File: config.mk
export PLATFORM = sky130hd
export DESIGN_NAME = ir_prefetch_queue
export DESIGN_NICKNAME = d
export VERILOG_FILES = /design/src/rtl/ir_pkg.sv /design/src/rtl/ir_fifo_core.sv /design/src/rtl/ir_prefetch_queue.sv
export SDC_FILE = /design/constraint.sdc
export NUM_CORES = 1
export LEC_CHECK = 0
export BUFFER_PORTS_ARGS = -buffer_cell sky130_fd_sc_hd__buf_2
export CORE_MARGIN = 5
export CORE_UTILIZATION = 48
export CTS_CLUSTER_SIZE = 30
export DETAILED_ROUTE_END_ITERATION = 7
export PLACE_DENSITY = 0.76
export SYNTH_ARGS = -nofsm -noshare
export SYNTH_HDL_FRONTEND = slang
export SYNTH_SLANG_ARGS = --single-unit
File: constraint.sdc
create_clock -name clk -period 3.73 [get_ports clk]
set_input_delay 0.1865 -clock clk [delete_from_list [all_inputs] [get_ports clk]]
set_output_delay 0.1865 -clock clk [all_outputs]
set_load 0.005 [all_outputs]
File: src/rtl/ir_pkg.sv
// ---------------------------------------------------------------------------
// ir_pkg
// Shared definitions for the instruction prefetch queue and its users:
//   IR_DATA_W / IR_DEPTH : default word width and queue depth
//   OPC_MSB / OPC_LSB    : opcode field bounds inside an instruction word
//   ir_op_e              : per-cycle operation chosen by the queue's priority
//   ir_opcode()          : extracts the opcode field for CU decode
// ---------------------------------------------------------------------------
package ir_pkg;

   localparam int IR_DATA_W = 16;
   localparam int IR_DEPTH  = 4;
   localparam int OPC_MSB   = 15;
   localparam int OPC_LSB   = 12;

   // Highest-priority action wins: reset > load > flush > normal streaming.
   typedef enum logic [1:0] {
      IR_OP_STREAM = 2'd0,
      IR_OP_FLUSH  = 2'd1,
      IR_OP_LOAD   = 2'd2,
      IR_OP_RESET  = 2'd3
   } ir_op_e;

   function automatic logic [OPC_MSB-OPC_LSB:0] ir_opcode(input logic [IR_DATA_W-1:0] word);
      return word[OPC_MSB:OPC_LSB];
   endfunction

endpackage

File: src/rtl/ir_fifo_core.sv
// ---------------------------------------------------------------------------
// ir_fifo_core
// Storage array, read/write pointers and occupancy counter of the prefetch
// queue. Priority between the control inputs is rst > load > clear > push/pop.
// Ports:
//   clk, rst            clock, synchronous active-high reset
//   clear               empty the queue (pointers back to 0)
//   load, load_data     make load_data the only entry (slot 0)
//   push, push_data     append push_data at the tail
//   pop                 drop the head (ignored when empty)
//   head                raw storage at the read pointer (caller qualifies it)
//   count               occupancy, 0..DEPTH
// ---------------------------------------------------------------------------
module ir_fifo_core #(
   parameter  int DATA_W = 16,
   parameter  int DEPTH  = 4,
   localparam int CNT_W  = $clog2(DEPTH + 1),
   localparam int PTR_W  = $clog2(DEPTH)
) (
   input  logic              clk,
   input  logic              rst,
   input  logic              clear,
   input  logic              load,
   input  logic [DATA_W-1:0] load_data,
   input  logic              push,
   input  logic [DATA_W-1:0] push_data,
   input  logic              pop,
   output logic [DATA_W-1:0] head,
   output logic [CNT_W-1:0]  count
);

   logic [DATA_W-1:0] mem_r [DEPTH];
   logic [PTR_W-1:0]  rd_ptr_r;
   logic [PTR_W-1:0]  wr_ptr_r;
   logic [CNT_W-1:0]  count_r;
   logic              do_pop_s;
   logic              do_push_s;

   // A push into a full queue is only legal when a pop frees the head slot.
   assign do_pop_s  = pop & (count_r != {CNT_W{1'b0}});
   assign do_push_s = push & ((count_r < CNT_W'(DEPTH)) | do_pop_s);

   // Pointer and occupancy state; pointers wrap naturally since DEPTH is a power of two.
   always_ff @(posedge clk) begin
      if (rst) begin
         rd_ptr_r <= {PTR_W{1'b0}};
         wr_ptr_r <= {PTR_W{1'b0}};
         count_r  <= {CNT_W{1'b0}};
      end else if (load) begin
         rd_ptr_r <= {PTR_W{1'b0}};
         wr_ptr_r <= PTR_W'(1);
         count_r  <= CNT_W'(1);
      end else if (clear) begin
         rd_ptr_r <= {PTR_W{1'b0}};
         wr_ptr_r <= {PTR_W{1'b0}};
         count_r  <= {CNT_W{1'b0}};
      end else begin
         if (do_push_s) wr_ptr_r <= wr_ptr_r + PTR_W'(1);
         if (do_pop_s)  rd_ptr_r <= rd_ptr_r + PTR_W'(1);
         case ({do_push_s, do_pop_s})
            2'b10:   count_r <= count_r + CNT_W'(1);
            2'b01:   count_r <= count_r - CNT_W'(1);
            default: count_r <= count_r;
         endcase
      end
   end

   // Storage writes; contents are don't-care while count marks them invalid, so no reset.
   always_ff @(posedge clk) begin
      if (load) begin
         mem_r[0] <= load_data;
      end else if (do_push_s && !clear) begin
         mem_r[wr_ptr_r] <= push_data;
      end
   end

   assign head  = mem_r[rd_ptr_r];
   assign count = count_r;

endmodule

File: src/rtl/ir_prefetch_queue.sv
// ---------------------------------------------------------------------------
// ir_prefetch_queue
// DEPTH-entry instruction prefetch queue between the memory read port and the
// control unit. The head entry is presented on to_cu; the CU pops it with
// cu_next; the internal data bus can load (write_en) or read (read_en) the
// current instruction.
// Ports:
//   clk, rst                   clock, synchronous active-high reset
//   mem_rd_data/mem_rd_valid   word returned by memory
//   mem_rd_req                 registered request for the next fetch
//   write_en, data_in          load data_in as the sole queue entry
//   read_en, data_out          head onto the bus (0 when not reading/empty)
//   flush                      discard all entries
//   cu_next                    CU consumes the head
//   to_cu, to_cu_valid         head instruction and its valid
//   count                      occupancy
//   overflow                   sticky: a memory word was dropped while full
// Build option: define IR_BYPASS_EN to let a memory word reach to_cu in the
// same cycle it arrives when the queue is empty.
// ---------------------------------------------------------------------------
module ir_prefetch_queue
   import ir_pkg::*;
#(
   parameter  int DATA_W = IR_DATA_W,
   parameter  int DEPTH  = IR_DEPTH,
   localparam int CNT_W  = $clog2(DEPTH + 1)
) (
   input  logic              clk,
   input  logic              rst,
   input  logic [DATA_W-1:0] mem_rd_data,
   input  logic              mem_rd_valid,
   output logic              mem_rd_req,
   input  logic              write_en,
   input  logic [DATA_W-1:0] data_in,
   input  logic              read_en,
   output logic [DATA_W-1:0] data_out,
   input  logic              flush,
   input  logic              cu_next,
   output logic [DATA_W-1:0] to_cu,
   output logic              to_cu_valid,
   output logic [CNT_W-1:0]  count,
   output logic              overflow
);

   ir_op_e            op_s;
   logic              stream_s;
   logic [CNT_W-1:0]  count_s;
   logic [DATA_W-1:0] head_s;
   logic              nonempty_s;
   logic              full_s;
   logic              bypass_hit_s;
   logic              byp_consume_s;
   logic              pop_s;
   logic              core_pop_s;
   logic              push_s;
   logic              drop_s;
   logic [CNT_W-1:0]  next_count_s;
   logic [DATA_W-1:0] to_cu_s;
   logic              req_r;
   logic              ovf_r;

   // Resolve the per-cycle priority into a single operation.
   always_comb begin
      op_s = IR_OP_STREAM;
      if (rst) begin
         op_s = IR_OP_RESET;
      end else if (write_en) begin
         op_s = IR_OP_LOAD;
      end else if (flush) begin
         op_s = IR_OP_FLUSH;
      end else begin
         op_s = IR_OP_STREAM;
      end
   end

   assign stream_s   = (op_s == IR_OP_STREAM);
   assign nonempty_s = (count_s != {CNT_W{1'b0}});
   assign full_s     = (count_s == CNT_W'(DEPTH));

`ifdef IR_BYPASS_EN
   assign bypass_hit_s = stream_s & ~nonempty_s & mem_rd_valid;
`else
   assign bypass_hit_s = 1'b0;
`endif

   assign to_cu_valid = nonempty_s | bypass_hit_s;

   // A bypassed word taken by the CU in the same cycle never touches storage.
   assign byp_consume_s = bypass_hit_s & cu_next;
   assign pop_s         = stream_s & cu_next & to_cu_valid;
   assign core_pop_s    = pop_s & ~byp_consume_s;
   assign push_s        = stream_s & mem_rd_valid & (~full_s | core_pop_s) & ~byp_consume_s;
   assign drop_s        = stream_s & mem_rd_valid & full_s & ~pop_s;

   // Head selection: stored head first, then a bypassed memory word, else 0.
   always_comb begin
      to_cu_s = {DATA_W{1'b0}};
      if (nonempty_s) begin
         to_cu_s = head_s;
      end else if (bypass_hit_s) begin
         to_cu_s = mem_rd_data;
      end else begin
         to_cu_s = {DATA_W{1'b0}};
      end
   end

   // Occupancy after this edge, used to decide whether another fetch fits.
   always_comb begin
      next_count_s = count_s;
      case (op_s)
         IR_OP_LOAD:   next_count_s = CNT_W'(1);
         IR_OP_FLUSH:  next_count_s = {CNT_W{1'b0}};
         IR_OP_RESET:  next_count_s = {CNT_W{1'b0}};
         IR_OP_STREAM: begin
            case ({push_s, core_pop_s})
               2'b10:   next_count_s = count_s + CNT_W'(1);
               2'b01:   next_count_s = count_s - CNT_W'(1);
               default: next_count_s = count_s;
            endcase
         end
         default:      next_count_s = count_s;
      endcase
   end

   // Fetch request keeps one spare slot for the word already in flight; overflow is sticky.
   always_ff @(posedge clk) begin
      if (rst) begin
         req_r <= 1'b0;
         ovf_r <= 1'b0;
      end else begin
         req_r <= stream_s & (next_count_s < CNT_W'(DEPTH - 1));
         ovf_r <= ovf_r | drop_s;
      end
   end

   ir_fifo_core #(
      .DATA_W (DATA_W),
      .DEPTH  (DEPTH)
   ) u_core (
      .clk       (clk),
      .rst       (rst),
      .clear     (op_s == IR_OP_FLUSH),
      .load      (op_s == IR_OP_LOAD),
      .load_data (data_in),
      .push      (push_s),
      .push_data (mem_rd_data),
      .pop       (core_pop_s),
      .head      (head_s),
      .count     (count_s)
   );

   assign to_cu      = to_cu_s;
   assign data_out   = (read_en & to_cu_valid) ? to_cu_s : {DATA_W{1'b0}};
   assign count      = count_s;
   assign mem_rd_req = req_r;
   assign overflow   = ovf_r;

endmodule

==> results.toml <==
[power_and_ir_drop]
p_leak_uw = 0.00166
powerDensity_nw_per_um2 = 433
vdd_drop_max_mv = 0.203

[timing]
finalCritPeriodShare = 0.679
fin_hold_ws_ps = 91.7
clock.fmax_ghz = 0.395
worst_slew_pin_slew_ps = 1070
setup_tns_ps = 0
skew_ps = 6.70
layout_min_cycle_time_ps = 2530
hold_violations = 0
setup_violations = 0
rsz0062_at_grt = "no"
slew_violations = 0
relSlewSlack = 0.283

[detailed_routing]
final_antenna_net_count = 0
vias = 2084
drcViolationCount = 0
drtPass1Iterations = 4
vias_per_cell = 5.16
wl_um = 6610
drt_iter0_drc = 104
wl_per_cell_um = 16.4

[worst_setup_path]
cp-start-kind = "flip-flop"
crit_family = "flip-flops"
required_ps = 3540
slowest_delay_ps = 1040
critPathSlowestCell = "dfxtp_1"
cp.arrival_ps = 2350
critPathKind = "flip-flop to primary output"
path_cells = "mux4_2 -> and3_1 -> buf_2"
endpoint_kind = "primary output"
cp_max_fo = 16
worst-path-buf-inv = 1

[yosys]
synth-seq-area-share = 0.624
netlist_instances = 223
synth_seq_cells = 75
syn-num-nets = 271
ys.warnings.count = 0
synth_area_um2 = 3430
syn_area_per_cell_um2 = 15.4
synth_cell_types = 39

[clock_network]
clk_pin_slew_worst_paths_ps = 80
cts_resized = 0
clock_sinks = 75
cts_tree = "done"
cts_buffer_depth = 2
h-tree-depth = 3
cts_setup_buffers = 0
cts_buffers = 9
cts.hold.buffers_added = 0
clock_latency_ps = 340
cts_root_buf = "clkbuf_8"

[floorplanning]
die_x_um = 94.6
core_um2 = 6870
die_h_um = 94.6
start_util = 0.500
placementRows = 30
die_area_um2 = 8940
ios = 77

[grt]
grt_max_degree = 35
grtUsageTotal = 0.156
grt_pass1_vias = 2075
grt_pass1_wl_um = 10300
grt-ovfl-total = 0
antenna_found_initial = 0

[cells_and_area]
finalNonFillerCells = 404
area_growth_syn_to_layout_pct = 20.6
diodes = 0
layout-drive-gt1-share = 0.435
nNetsFinal = 351

[job]
maxCapViolCount = 0

[status]
status = "finished clean"

[place]
place_hpwl_um = 4630
dp.cells = 388
portBuffers = 76
gp_congestion = 0.850

[min_path]
hold_class = "input pin to flip-flop"
-- sequential cells by signal, indices dropped and copies added, names as in the netlist, named ones only --
name             count
u_core.mem_r        64
u_core.count         3
mem_rd_req           1
u_core.wr_ptr_r      2
u_core.rd_ptr_r      2
overflow             1
-- per-stage QoR --
step | utilization | instance area, um^2 | setup WS [ps] | total power, uW
after floorplan | - | 3430 | 890 | 1050
after global placement | 0.570 | 3920 | 1080 | 1120
after detailed placement | 0.570 | 3920 | 1000 | 1130
after CTS | 0.603 | 4140 | 1100 | 1810
after global routing | 0.603 | 4140 | 952 | 1870
final | 0.603 | 4140 | 1200 | 1790
-- layout make-up --
type / count / area [um^2]
fillers: 536 / 2730
inverters: 9 / 33.8
well taps: 96 / 120
clock inverters: 7 / 101
repair buffers: 80 / 410
clock buffers: 9 / 124
multi-input cells: 128 / 1210
flip-flops and latches: 75 / 2140
-- placed cells by master (no fill, tap or decap), types with 4 or more instances in the layout --
| master | instances |
|---|---|
| inv_1 | 9 |
| buf_2 | 76 |
| nor2_1 | 11 |
| mux4_2 | 16 |
| buf_4 | 4 |
| xor2_1 | 4 |
| dfxtp_1 | 11 |
| mux2_2 | 16 |
| o21ai_0 | 4 |
| edfxtp_1 | 64 |
| and3_1 | 16 |
| ha_1 | 9 |
| clkbuf_8 | 9 |
| and2_1 | 16 |
-- metal layers --
layer  up-vias  global-route usage  wire (um)
met2        71               0.277       3380
met3         7              0.0422        445
met1      1001               0.184       2700
met5         -                   0          0
li1       1005                   -          -
met4         0              0.0541         86
-- logic make-up after synthesis --
family	share of synthesized area
AOI/OAI and AO/OA	0.0233
xor gates and xnor gates	0.0179
adders and majority gates	0.0328
buffers and inverters	0.0262
DFF	0.624
muxes	0.160
and+or+nand+nor	0.116
-- synthesized netlist by cell type --
cell type	instances	area share
edfxtp_1	64	0.56
and2_1	16	0.029
and3_1	16	0.029
mux2_2	16	0.052
mux4_2	16	0.10
nor2_1	12	0.013
dfxtp_1	11	0.064
ha_1	9	0.033
inv_1	9	0.0098
clkbuf_1	5	0.0055
o21ai_0	4	0.0058
xor2_1	4	0.010
a21oi_1	3	0.0044
nand2_1	3	0.0033
nand2b_1	3	0.0055
nor3b_1	3	0.0066
xnor2_1	3	0.0077
a21o_1	2	0.0044
buf_2	2	0.0029
nor3_1	2	0.0029
or3_1	2	0.0036
a211oi_1	1	0.0022
a41oi_1	1	0.0026
and3_2	1	0.0022
and3b_1	1	0.0026
buf_1	1	0.0011
buf_4	1	0.0022
buf_6	1	0.0033
clkbuf_2	1	0.0015
mux2i_1	1	0.0029
nand2_2	1	0.0018
nand3_1	1	0.0015
nand4_1	1	0.0018
nor2b_1	1	0.0018
nor4_4	1	0.0062
nor4b_1	1	0.0026
o22ai_1	1	0.0018
o31ai_1	1	0.0022
or2_2	1	0.0018
-- power by group --
part           total (uW)  internal (uW)  leakage [uW]  switching (uW)
Clock                 690            381      0.000106             309
Sequential            937            927      0.000672            9.16
Combinational         168           82.7      0.000878            84.8
-- worst reg2reg max path, delay by kind of cell (launching register included) --
kind | cells | cell delay (ps)
buf+inv | 1 | 330
flops | 1 | 390
simple gates | 3 | 1070
-- path summary, 6_finish.rpt --
kind	slack, ps	startpoint	cells past startpoint	end
max	1200	flip-flop	3	data_out[14]
min	90	rst	2	u_core.count[0]
max reg2reg	1590	u_core.count[2]	4	u_core.mem_r[3][13]
min reg2reg	500	overflow	2	overflow
No activity file was read; power rests on OpenSTA's default activity.
